File: src/rtl/cdc_handshake_tx_if.sv
// Producer-side bus and destination-side request/acknowledge lines of the
// 4-phase handshake transmitter.
interface cdc_handshake_tx_if #(
   parameter int unsigned WIDTH = 8
);
   logic             in_valid;
   logic [WIDTH-1:0] in_data;
   logic             in_ready;
   logic             req;
   logic [WIDTH-1:0] tx_data;
   logic             ack_async;
   logic             done;
   logic             busy;
   logic             timeout_err;

   modport master (
      input  in_valid, in_data, ack_async,
      output in_ready, req, tx_data, done, busy, timeout_err
   );

   modport slave (
      output in_valid, in_data, ack_async,
      input  in_ready, req, tx_data, done, busy, timeout_err
   );
endinterface

File: src/rtl/cdc_handshake_tx.sv
// Source half of a 4-phase req/ack clock-domain crossing: captures a word,
// holds it on tx_data under a registered req and waits for the synchronized ack.
module cdc_handshake_tx #(
   parameter int unsigned WIDTH       = 8,
   parameter int unsigned SYNC_STAGES = 2,
   parameter int unsigned TIMEOUT     = 1024
) (
   input  logic                clk,
   input  logic                rst,
   cdc_handshake_tx_if.master  bus
);
   localparam int unsigned    CW     = (TIMEOUT > 0) ? $clog2(TIMEOUT + 1) : 1;
   localparam logic [CW-1:0]  TO_MAX = CW'(TIMEOUT);

   typedef enum logic [1:0] {
      IDLE,
      REQ_HI,
      WAIT_ACK_LO
   } state_e;

   state_e                 state_q, state_d;
   logic [SYNC_STAGES-1:0] sync_q;
   logic                   ack_s;
   logic                   req_q, req_d;
   logic [WIDTH-1:0]       data_q, data_d;
   logic                   done_q, done_d;
   logic [CW-1:0]          cnt_q, cnt_d;
   logic                   err_q, err_d;
   logic                   in_ready;

   assign ack_s    = sync_q[SYNC_STAGES-1];
   assign in_ready = (state_q == IDLE) && !ack_s;

   assign bus.in_ready    = in_ready;
   assign bus.req         = req_q;
   assign bus.tx_data     = data_q;
   assign bus.done        = done_q;
   assign bus.busy        = (state_q != IDLE);
   assign bus.timeout_err = err_q;

   always_ff @(posedge clk) begin
      if (rst) begin
         state_q <= IDLE;
         sync_q  <= '0;
         req_q   <= 1'b0;
         data_q  <= '0;
         done_q  <= 1'b0;
         cnt_q   <= '0;
         err_q   <= 1'b0;
      end else begin
         state_q <= state_d;
         sync_q  <= {sync_q[SYNC_STAGES-2:0], bus.ack_async};
         req_q   <= req_d;
         data_q  <= data_d;
         done_q  <= done_d;
         cnt_q   <= cnt_d;
         err_q   <= err_d;
      end
   end

   always_comb begin
      state_d = state_q;
      req_d   = req_q;
      data_d  = data_q;
      done_d  = 1'b0;
      cnt_d   = cnt_q;
      err_d   = err_q;

      case (state_q)
         IDLE: begin
            cnt_d = '0;
            if (bus.in_valid && in_ready) begin
               data_d  = bus.in_data;
               req_d   = 1'b1;
               state_d = REQ_HI;
            end
         end
         REQ_HI, WAIT_ACK_LO: begin
            if ((state_q == REQ_HI) && ack_s) begin
               req_d   = 1'b0;
               cnt_d   = '0;
               state_d = WAIT_ACK_LO;
            end else if ((state_q == WAIT_ACK_LO) && !ack_s) begin
               cnt_d   = '0;
               done_d  = 1'b1;
               state_d = IDLE;
            end else if ((TIMEOUT != 0) && (cnt_q != TO_MAX)) begin
               // Saturating wait counter; the error latches on the cycle it tops out.
               cnt_d = cnt_q + CW'(1);
               if (cnt_d == TO_MAX) begin
                  err_d = 1'b1;
               end
            end
         end
         default: begin
            state_d = IDLE;
            req_d   = 1'b0;
            cnt_d   = '0;
         end
      endcase
   end
endmodule

File: src/flat_wrapper.sv
// flat-port wrapper written by rule: the top's interface ports become plain ports
module cdc_handshake_tx_flat 
#(
   parameter int unsigned WIDTH       = 8,
   parameter int unsigned SYNC_STAGES = 2,
   parameter int unsigned TIMEOUT     = 1024
)
  (clk, rst, bus_in_valid, bus_in_data, bus_ack_async, bus_in_ready, bus_req, bus_tx_data, bus_done, bus_busy, bus_timeout_err);
  cdc_handshake_tx_if #(.WIDTH(WIDTH)) bus_i ();
  input  logic clk;
  input  logic rst;
  input wire logic [$bits(bus_i.in_valid)-1:0] bus_in_valid;
  input wire logic [$bits(bus_i.in_data)-1:0] bus_in_data;
  input wire logic [$bits(bus_i.ack_async)-1:0] bus_ack_async;
  output wire logic [$bits(bus_i.in_ready)-1:0] bus_in_ready;
  output wire logic [$bits(bus_i.req)-1:0] bus_req;
  output wire logic [$bits(bus_i.tx_data)-1:0] bus_tx_data;
  output wire logic [$bits(bus_i.done)-1:0] bus_done;
  output wire logic [$bits(bus_i.busy)-1:0] bus_busy;
  output wire logic [$bits(bus_i.timeout_err)-1:0] bus_timeout_err;
  assign bus_i.in_valid = bus_in_valid;
  assign bus_i.in_data = bus_in_data;
  assign bus_i.ack_async = bus_ack_async;
  assign bus_in_ready = bus_i.in_ready;
  assign bus_req = bus_i.req;
  assign bus_tx_data = bus_i.tx_data;
  assign bus_done = bus_i.done;
  assign bus_busy = bus_i.busy;
  assign bus_timeout_err = bus_i.timeout_err;
  cdc_handshake_tx #(.WIDTH(WIDTH), .SYNC_STAGES(SYNC_STAGES), .TIMEOUT(TIMEOUT)) u_core (.clk(clk), .rst(rst), .bus(bus_i));
endmodule
File: config.mk
export PLATFORM = sky130hd
export DESIGN_NAME = cdc_handshake_tx_flat
export DESIGN_NICKNAME = d
export VERILOG_FILES = /design/src/rtl/cdc_handshake_tx_if.sv /design/src/rtl/cdc_handshake_tx.sv /design/src/flat_wrapper.sv
export SDC_FILE = /design/constraint.sdc
export NUM_CORES = 1
export LEC_CHECK = 0
export ABC_CLOCK_PERIOD_IN_PS = 1900
export BUFFER_PORTS_ARGS = -buffer_cell sky130_fd_sc_hd__buf_2
export CORE_MARGIN = 2
export CORE_UTILIZATION = 53
export DETAILED_ROUTE_END_ITERATION = 7
export PLACE_DENSITY = 0.8
export SYNTH_ARGS = -nofsm -noshare
export SYNTH_HDL_FRONTEND = slang
export SYNTH_SLANG_ARGS = --single-unit
File: constraint.sdc
create_clock -name clk -period 1.9 [get_ports clk]
set_clock_uncertainty 0.2 [all_clocks]
set_input_delay 0 -clock clk [delete_from_list [all_inputs] [get_ports clk]]
set_output_delay 0 -clock clk [all_outputs]
set_load 0.02 [all_outputs]
==> impl_metrics.py, run 1 <==
metrics = {
    "routing": {
        "routedWlPerCell_um": 12.3,
        "drt-pass1-iter-count": 4,
        "drt-vias-per-instance": 5.33,
        "vias": 1172,
        "detail_route.wirelength_um": 2700,
        "drt_iter0_drc": 30,
        "ant_nets": 0,
        "drc": 0,
    },
    "finish": {
        "diodes": 0,
        "final_cells": 220,
        "fin_util_pct": 72.7,
        "multi_input_area_um2": 721,
        "nFillCells": 183,
        "drive_gt1_share_pct": 28.1,
        "fin_area_mm2": 0.00164,
        "area.growth.synth_to_final_pct": 28.1,
        "nets": 212,
        "seq_area_um2": 536,
    },
    "placement": {
        "placed_area_mm2": 0.00143,
        "dp_hpwl_um": 2050,
        "place.gp.congestion": 0.797,
        "port_buffers": 24,
        "placed_cells": 202,
    },
    "global_routing": {
        "grt_start_max_net_pins": 17,
        "grt_pass1_vias": 1099,
        "grt_overflow_total": 0,
        "grt_pass1_wl_um": 4470,
        "grt_usage_pct": 21.5,
        "grt_antenna_before_repair": 0,
    },
    "synth": {
        "syn-cell-area_mm2": 0.00128,
        "yosys_warnings": 0,
        "synth_edf_count": 0,
        "synthArstFlopShare_pct": 0,
        "postSynthAreaPerCell_um2": 8.48,
        "ys_ff_latch": 26,
        "syn_nets": 170,
        "ys_seq_area_share_pct": 40.7,
        "synthFlopType": "dfxtp_1",
        "syn_inst": 151,
        "yosysUniqueCellTypes": 34,
    },
    "timing": {
        "post-route-min-period_ns": 1.76,
        "rsz0062_at_grt": "yes",
        "tightest_slew_ns": 0.295,
        "fin_setup_tns_ns": 0,
        "hold_ws_ns": 0.257,
        "relSlewSlack_pct": 80.4,
        "slew_violations": 0,
        "max_freq_ghz": 0.570,
        "setup_viol": 0,
        "period_share_pct": 92.4,
        "hold_viol_final": 0,
    },
    "setup_path": {
        "reg2reg_from": "u_core.state_q[0]$_SDFFE_PP0P_",
        "reg2reg_to": "u_core.state_q[0]$_SDFFE_PP0P_",
        "cp_max_fo": 9,
        "crit_top_cell": "inv_1",
        "worstSetupStartpointType": "flop",
        "worst-path-buf-inv": 3,
        "critPathTopFamily": "flip-flops",
        "end_kind": "flop",
        "max_stage_delay_ns": 0.38,
        "critical_path.cell_chain": "inv_1 > ha_1 > inv_1 > or2_2 > inv_2 > a21oi_1 > a211oi_1",
        "crit_cells": 7,
        "crit_required_ns": 1.93,
        "crit_end": "u_core.state_q[0]$_SDFFE_PP0P_",
        "reg2reg_depth": 7,
        "cp.arrival_ns": 1.78,
        "path_class": "flop to flop",
        "crit_path_top_delay_cell": "dfxtp_4",
        "reg2reg_slack_ns": 0.14,
        "crit_start": "u_core.state_q[0]$_SDFFE_PP0P_",
    },
    "floorplan": {
        "start_util_pct": 56.8,
        "die_h_um": 53.1,
        "dieArea_mm2": 0.00282,
        "die_w_um": 53.1,
        "num_rows": 17,
        "io_pins": 25,
        "core-area_mm2": 0.00225,
    },
    "clocking": {
        "root_buffer": "clkbuf_4",
        "clk_pin_slew_worst_paths_ns": 0.13,
        "h-tree-depth": 1,
        "clk_latency_ns": 0.30,
        "clock_path_buffers": 2,
        "clock-sinks": 26,
        "numCtsBuffers": 3,
        "cts_tree": "built",
    },
    "flow_run": {
        "max_cap_violations": 0,
    },
    "pwr": {
        "p_per_area_mw_per_mm2": 642,
        "vdd_drop_max_v": 0.000393,
        "cellLeakagePower_uw": 0.000690,
    },
    "hold_path": {
        "min_path_type": "flop to flop",
        "whs_path_depth": 1,
    },
    "run_status": {
        "status": "complete, no violations",
    },
}
==> how the worst min path moves through the flow <==
stage                     slack, ns                        start                            endpoint
after detailed placement       0.02                bus_ack_async         u_core.sync_q[0]$_SDFF_PP0_
after floorplan               -0.13                          rst         u_core.sync_q[0]$_SDFF_PP0_
after CTS                      0.26  u_core.sync_q[0]$_SDFF_PP0_         u_core.sync_q[1]$_SDFF_PP0_
after global routing           0.28               bus_in_data[3]  u_core.bus.tx_data[3]$_SDFFE_PP0P_
after global placement         0.01                bus_ack_async         u_core.sync_q[0]$_SDFF_PP0_
final                          0.26  u_core.sync_q[0]$_SDFF_PP0_         u_core.sync_q[1]$_SDFF_PP0_
==> per-stage QoR <==
step                worst slack [ns]  power, µW
floorplan                      0.113        714
global placement              0.0963        761
detailed placement            0.0255        773
CTS                           0.0423       1050
global route                 -0.0217       1110
finish                         0.144       1050
==> state kept, by name, summed over array words and instances (netlist names) <==
name	count
u_core.bus.done	1
u_core.bus.req	1
u_core.bus.timeout_err	1
u_core.bus.tx_data	8
u_core.cnt_q	11
u_core.state_q	2
u_core.sync_q	2
==> cell families after synthesis <==
| kind of cell | synth area share [%] |
|---|---|
| fa+ha+maj | 6.84 |
| compound gates | 9.38 |
| xor+xnor | 6.16 |
| flops | 40.7 |
| simple gates | 30.0 |
| mux | 2.35 |
| buf+inv | 4.59 |
==> worst register-to-register path: stages (launching register included) <==
cell and delay, ns:
dfxtp_4 0.38, inv_1 0.09, ha_1 0.21, inv_1 0.09
or2_2 0.31, inv_2 0.13, a21oi_1 0.08, a211oi_1 0.19
==> layer usage <==
metal | up-vias | part of all wire, % | global-route usage (%)
li1 | 590 | - | -
met1 | 547 | 43 | 23.1
met2 | 33 | 52 | 42.7
met3 | 2 | 4.0 | 2.82
met4 | 0 | 0.63 | 5.98
met5 | - | 0 | 0
==> synthesized netlist by cell type, types with 2 or more instances <==
master    number  share of area, %
nor2_1        19               5.6
nand3_1        7               2.7
xnor2_1        6               4.1
ha_1           7               6.8
or2_2          2              0.98
nand2_1       21               6.2
inv_1          8               2.3
nor3_1         2              0.78
nor2b_1        5               2.4
a21oi_1       13               5.1
nand4_1        2              0.98
nor3b_1        2               1.2
xor2_1         3               2.1
mux2i_1        3               2.3
nand2b_1       4               2.0
o21ai_0        4               1.6
dfxtp_1       26                41
==> where the power goes <==
part / total, µW / leakage (µW) / switching (µW) / internal (µW)
registers: 587 / 0.000216 / 17.7 / 569
clock network: 265 / 0.0000210 / 149 / 117
logic: 201 / 0.000452 / 110 / 90.1
==> cells in the final DEF, fill, tap and decap left out, types with 3 or more instances in the layout <==
cell type and instances:
buf_2 24, nand2_1 21, nor2_1 18, dfxtp_1 18, a21oi_1 13, dlygate4sd3_1 12
inv_1 8, nand3_1 7, ha_1 6, dfxtp_2 6, nor2b_1 5, xnor2_1 5
buf_4 5, nand2b_1 4, o21ai_0 4, xor2_1 3, mux2i_1 3, clkbuf_4 3
==> timing repair <==
action,4_1_cts,5_1_grt
resized for setup,1,14
setup buffers,0,2
endpoints found under the hold margin,15,0
hold buffers,12,0
endpoints found under the setup margin,1,11
pin swaps,0,3
==> final cells by class <==
| class | count | area share (%) |
|---|---|---|
| multi-input combinational | 112 | 44.0 |
| sequential | 26 | 32.7 |
| timing repair buffer | 41 | 16.9 |
| clock buffer | 4 | 2.21 |
| tap | 28 | 2.14 |
| inverter | 9 | 2.06 |
(Power assumes the default switching activity.)
==> run 2: changes to the inputs <==
- MAX_ROUTING_LAYER: not set -> met4
==> run 2 against run 1 <==
Effect of this change: combinational power hardly changed; maximum frequency barely moved; critical endpoint unchanged; via count increased by 1.0%; sequential share of layout area unchanged; die area is the same; design area did not move; non-clock buffer count is the same; global-route usage is 0.55 points higher; power about the same; final cell count unchanged; register-to-register slack about the same.
==> impl_metrics.py, run 2 (synthesis results as in run 1) <==
metrics = {
    "run_status": {
        "status": "complete, no violations",
    },
    "setup_path": {
        "worstSetupStartpointType": "flop",
        "cp_max_fo": 9,
        "crit_required_ns": 1.93,
        "max_stage_delay_ns": 0.38,
        "crit_path_top_delay_cell": "dfxtp_4",
        "end_kind": "flop",
        "crit_top_cell": "inv_1",
        "cp.arrival_ns": 1.78,
        "critical_path.cell_chain": "inv_1 > ha_1 > inv_1 > or2_2 > inv_2 > a21oi_1 > a211oi_1",
        "path_class": "flop to flop",
    },
    "routing": {
        "drc": 0,
        "ant_nets": 0,
        "detail_route.wirelength_um": 2690,
        "drt-pass1-iter-count": 4,
        "drt-vias-per-instance": 5.38,
        "vias": 1184,
        "routedWlPerCell_um": 12.2,
        "drt_iter0_drc": 30,
    },
    "finish": {
        "largest_register_ffs": 11,
        "area.growth.synth_to_final_pct": 28.1,
        "nets": 212,
        "top_register": "u_core.cnt_q",
        "fin_util_pct": 72.7,
        "final_common_cell": "buf_2",
        "final_cell_mix": "buf_2, nand2_1, nor2_1, dfxtp_1, a21oi_1",
        "diodes": 0,
        "drive_gt1_share_pct": 28.1,
    },
    "global_routing": {
        "grt_usage_pct": 22.0,
        "gr-usage-met1_pct": 23.1,
        "grt_util_met2_pct": 42.7,
        "grt_overflow_total": 0,
        "grt-busiest-layer": "met2",
        "grt_antenna_before_repair": 0,
        "grtUsageMet3_pct": 2.82,
        "grt_pass1_wl_um": 4470,
        "grt_pass1_vias": 1101,
        "grt_start_max_net_pins": 17,
    },
    "floorplan": {
        "die_w_um": 53.1,
        "dieArea_mm2": 0.00282,
        "start_util_pct": 56.8,
        "core-area_mm2": 0.00225,
        "die_h_um": 53.1,
        "io_pins": 25,
        "num_rows": 17,
    },
    "clocking": {
        "clk_pin_slew_worst_paths_ns": 0.13,
        "clock_path_buffers": 2,
        "root_buffer": "clkbuf_4",
        "clk_latency_ns": 0.30,
        "h-tree-depth": 1,
        "clock-sinks": 26,
        "cts_tree": "built",
        "numCtsBuffers": 3,
    },
    "timing": {
        "period_share_pct": 92.4,
        "hold_viol_final": 0,
        "max_freq_ghz": 0.570,
        "rsz0062_at_grt": "yes",
        "relSlewSlack_pct": 80.3,
        "slew_violations": 0,
        "fin_setup_tns_ns": 0,
        "tightest_slew_ns": 0.295,
        "setup_viol": 0,
        "post-route-min-period_ns": 1.76,
    },
    "flow_run": {
        "max_cap_violations": 0,
    },
    "pwr": {
        "power_uw": 1050,
        "p_per_area_mw_per_mm2": 642,
        "vdd_drop_max_v": 0.000393,
        "cellLeakagePower_uw": 0.000690,
    },
    "placement": {
        "dp_hpwl_um": 2050,
        "place.gp.congestion": 0.808,
        "port_buffers": 24,
    },
    "hold_path": {
        "min_path_type": "flop to flop",
    },
}
==> run 2: cell counts in the layout (fill, tap and decap cells not counted) <==
No cell type changed its count.
==> run 2: path summary, 6_finish.rpt <==
check | from | to | slack [ns] | cells past startpoint
hold / removal | u_core.sync_q[0]$_SDFF_PP0_ | u_core.sync_q[1]$_SDFF_PP0_ | 0.26 | 1
setup / recovery | u_core.state_q[0]$_SDFFE_PP0P_ | u_core.state_q[0]$_SDFFE_PP0P_ | 0.14 | 7
setup reg to reg | u_core.state_q[0]$_SDFFE_PP0P_ | u_core.state_q[0]$_SDFFE_PP0P_ | 0.14 | 7
hold reg to reg | u_core.sync_q[0]$_SDFF_PP0_ | u_core.sync_q[1]$_SDFF_PP0_ | 0.26 | 1
==> run 2: area by class of cell <==
cell class              instances  area [µm²]
fillers                       183         616
clock buffers                   4        36.3
flip-flops and latches         26         536
multi-input cells             112         721
repair buffers                 41         278
well taps                      28        35.0
inverters                       9        33.8
==> run 2: repair_timing <==
| item | 4_1_cts | 5_1_grt |
|---|---|---|
| hold buffers | 12 | 0 |
| endpoints found under the hold margin | 15 | 0 |
| buffers inserted | 0 | 2 |
| gates resized for setup | 1 | 14 |
| pin swaps | 0 | 3 |
| endpoints found under the setup margin | 1 | 11 |
==> run 2: metrics by stage <==
stage	area, µm²	worst slack (ns)	hold WS (ns)	cells
after floorplan	1280	0.113	-0.128	151
after global placement	1430	0.0963	0.0117	202
after detailed placement	1430	0.0255	0.0180	202
after CTS	1590	0.0423	0.257	218
after global routing	1640	-0.0217	0.276	220
final	1640	0.145	0.257	220
==> run 2: where the power goes <==
part	internal [µW]	leakage, µW	switching [µW]
sequential	569	0.000216	17.7
clock	117	0.0000210	149
combinational	90.1	0.000452	110
==> run 2: per-layer routing <==
layer	routed length [µm]	vias up
li1	-	589
met1	1150	555
met2	1400	38
met3	117	2
met4	18	0
met5	0	-
==> run 2: worst max-delay path: cells and delay by family (launching register included) <==
family | cells | cell delay (ns)
compound gates | 2 | 0.27
fa+ha+maj | 1 | 0.21
buf+inv | 3 | 0.31
flops | 1 | 0.38
simple gates | 1 | 0.31
==> run 3: changes to the inputs <==
- CELL_PAD_IN_SITES_DETAIL_PLACEMENT: not set -> 0
- CELL_PAD_IN_SITES_GLOBAL_PLACEMENT: not set -> 1
- CORE_UTILIZATION: 53 -> 39
- PLACE_DENSITY: 0.8 -> 0.79
==> run 3 against run 2 <==
Effect of this change: global-route usage shrank 5.2 points; critical path depth down 1; clock power rose by 44%; sequential cell count unchanged; critical path type unchanged; highest routed layer unchanged.
==> impl_metrics.py, run 3 (synthesis results as in run 1) <==
metrics = {
    "pwr": {
        "p_per_area_mw_per_mm2": 696,
        "power_uw": 1170,
        "cellLeakagePower_uw": 0.000701,
        "vdd_drop_max_v": 0.000346,
    },
    "setup_path": {
        "reg2reg_from": "u_core.cnt_q[1]$_SDFFE_PP0P_",
        "reg2reg_slack_ns": 0.1,
        "path_class": "flop to flop",
        "worstSetupStartpointType": "flop",
        "crit_path_top_delay_cell": "or3_2",
        "crit_required_ns": 1.93,
        "critical_path.cell_chain": "ha_1 > inv_1 > or3_2 > nand4_1 > a21o_1 > o31ai_2",
        "max_stage_delay_ns": 0.46,
        "reg2reg_to": "u_core.bus.timeout_err$_SDFFE_PP0P_",
        "reg2reg_depth": 6,
        "end_kind": "flop",
        "cp.arrival_ns": 1.83,
        "cp_max_fo": 6,
    },
    "clocking": {
        "cts_tree": "built",
        "numCtsBuffers": 3,
        "clk_latency_ns": 0.33,
        "clock-sinks": 26,
        "clk_pin_slew_worst_paths_ns": 0.14,
        "clock_path_buffers": 2,
        "h-tree-depth": 1,
        "root_buffer": "clkbuf_4",
    },
    "run_status": {
        "status": "complete, no violations",
    },
    "hold_path": {
        "hp-start": "u_core.sync_q[0]$_SDFF_PP0_",
        "min_path_type": "flop to flop",
        "whs_path_depth": 1,
        "min_delay_worst_endpoint": "u_core.sync_q[1]$_SDFF_PP0_",
    },
    "global_routing": {
        "grt_antenna_before_repair": 0,
        "grt_start_max_net_pins": 17,
        "grt_usage_pct": 16.8,
        "grt_overflow_total": 0,
        "grt_pass1_wl_um": 4520,
        "grt_pass1_vias": 1086,
    },
    "finish": {
        "nets": 213,
        "final_cell_mix": "buf_2, nand2_1, dfxtp_1",
        "largest_register_ffs": 11,
        "top_register": "u_core.cnt_q",
        "diodes": 0,
        "drive_gt1_share_pct": 26.9,
        "final_common_cell": "buf_2",
        "area.growth.synth_to_final_pct": 31.1,
    },
    "floorplan": {
        "io_pins": 25,
        "dieArea_mm2": 0.00376,
        "start_util_pct": 41.6,
        "die_h_um": 61.3,
        "core-area_mm2": 0.00308,
        "die_w_um": 61.3,
        "num_rows": 20,
    },
    "routing": {
        "vias": 1149,
        "drc": 0,
        "routedWlPerCell_um": 11.5,
        "ant_nets": 0,
        "drt-vias-per-instance": 4.85,
        "detail_route.wirelength_um": 2720,
        "drt_iter0_drc": 47,
        "drt-pass1-iter-count": 4,
    },
    "timing": {
        "max_freq_ghz": 0.555,
        "tightest_slew_ns": 0.268,
        "post-route-min-period_ns": 1.80,
        "slew_violations": 0,
        "rsz0062_at_grt": "yes",
        "setup_ws_ns": 0.0976,
        "period_share_pct": 94.9,
        "relSlewSlack_pct": 82.1,
        "hold_viol_final": 0,
        "setup_viol": 0,
    },
    "flow_run": {
        "max_cap_violations": 0,
    },
    "placement": {
        "place.gp.congestion": 0.786,
        "place_ws_ns": 0.0300,
        "port_buffers": 24,
        "dp_hpwl_um": 1970,
    },
}
## run 3: layout make-up
cell class | instances | area [µm²]
timing repair buffer | 42 | 285
sequential | 26 | 532
inverter | 9 | 36.3
multi-input combinational | 112 | 717
tap | 44 | 55.1
fill | 304 | 1400
clock buffer | 3 | 22.5
clock inverter | 1 | 30.0
## run 3: timing repair
item / in CTS / in global routing
setup endpoints to repair: 2 / 13
hold buffers: 12 / 0
hold endpoints to repair: 15 / 0
resized for setup: 0 / 13
gates cloned: 0 / 0
setup buffers: 1 / 1
pin swaps: 1 / 3
## run 3: power breakdown
| group | total, µW | internal [µW] | leakage (µW) | switching (µW) |
|---|---|---|---|---|
| Clock | 381 | 213 | 0.0000279 | 168 |
| Sequential | 585 | 569 | 0.000215 | 15.7 |
| Combinational | 201 | 91.6 | 0.000459 | 110 |
| Total | 1170 | 874 | 0.000701 | 293 |
## run 3: per-layer routing
metal,track usage [%],vias to the layer above,routed length [µm]
met5,-,-,0
met4,7.45,0,42
met3,2.73,5,136
met2,30.2,29,1370
met1,18.0,529,1170
li1,-,586,-
## run 3: how the worst max path moves through the flow
stage,startpoint,to,slack (ns),cells after the start
floorplan,u_core.state_q[0]$_SDFFE_PP0P_,u_core.state_q[0]$_SDFFE_PP0P_,0.11,8
global route,u_core.state_q[0]$_SDFFE_PP0P_,u_core.bus.timeout_err$_SDFFE_PP0P_,-0.02,7
CTS,u_core.state_q[0]$_SDFFE_PP0P_,u_core.bus.timeout_err$_SDFFE_PP0P_,0.02,7
detailed placement,u_core.state_q[0]$_SDFFE_PP0P_,u_core.bus.timeout_err$_SDFFE_PP0P_,0.03,7
finish,u_core.cnt_q[1]$_SDFFE_PP0P_,u_core.bus.timeout_err$_SDFFE_PP0P_,0.1,6
global placement,u_core.state_q[0]$_SDFFE_PP0P_,u_core.bus.timeout_err$_SDFFE_PP0P_,0.07,7
## run 3: through the flow
| step | setup TNS (ns) | util [%] | instance area (µm²) | hold slack [ns] | cells |
|---|---|---|---|---|---|
| after floorplan | 0 | - | 1280 | -0.128 | 151 |
| after global placement | 0 | 47.4 | 1460 | 0.00662 | 219 |
| after detailed placement | 0 | 47.4 | 1460 | 0.0219 | 219 |
| after CTS | 0 | 53.3 | 1640 | 0.237 | 236 |
| after global routing | -0.0297 | 54.5 | 1680 | 0.245 | 237 |
| final | 0 | 54.5 | 1680 | 0.253 | 237 |
## run 3: worst max-delay path, delay by kind of cell (launching register included)
kind / cells / cell delay (ns)
flip-flops: 1 / 0.45
AND/OR/NAND/NOR: 2 / 0.56
AO/OA/AOI/OAI: 2 / 0.20
adder cells (fa/ha/maj): 1 / 0.20
buffers and inverters: 1 / 0.09
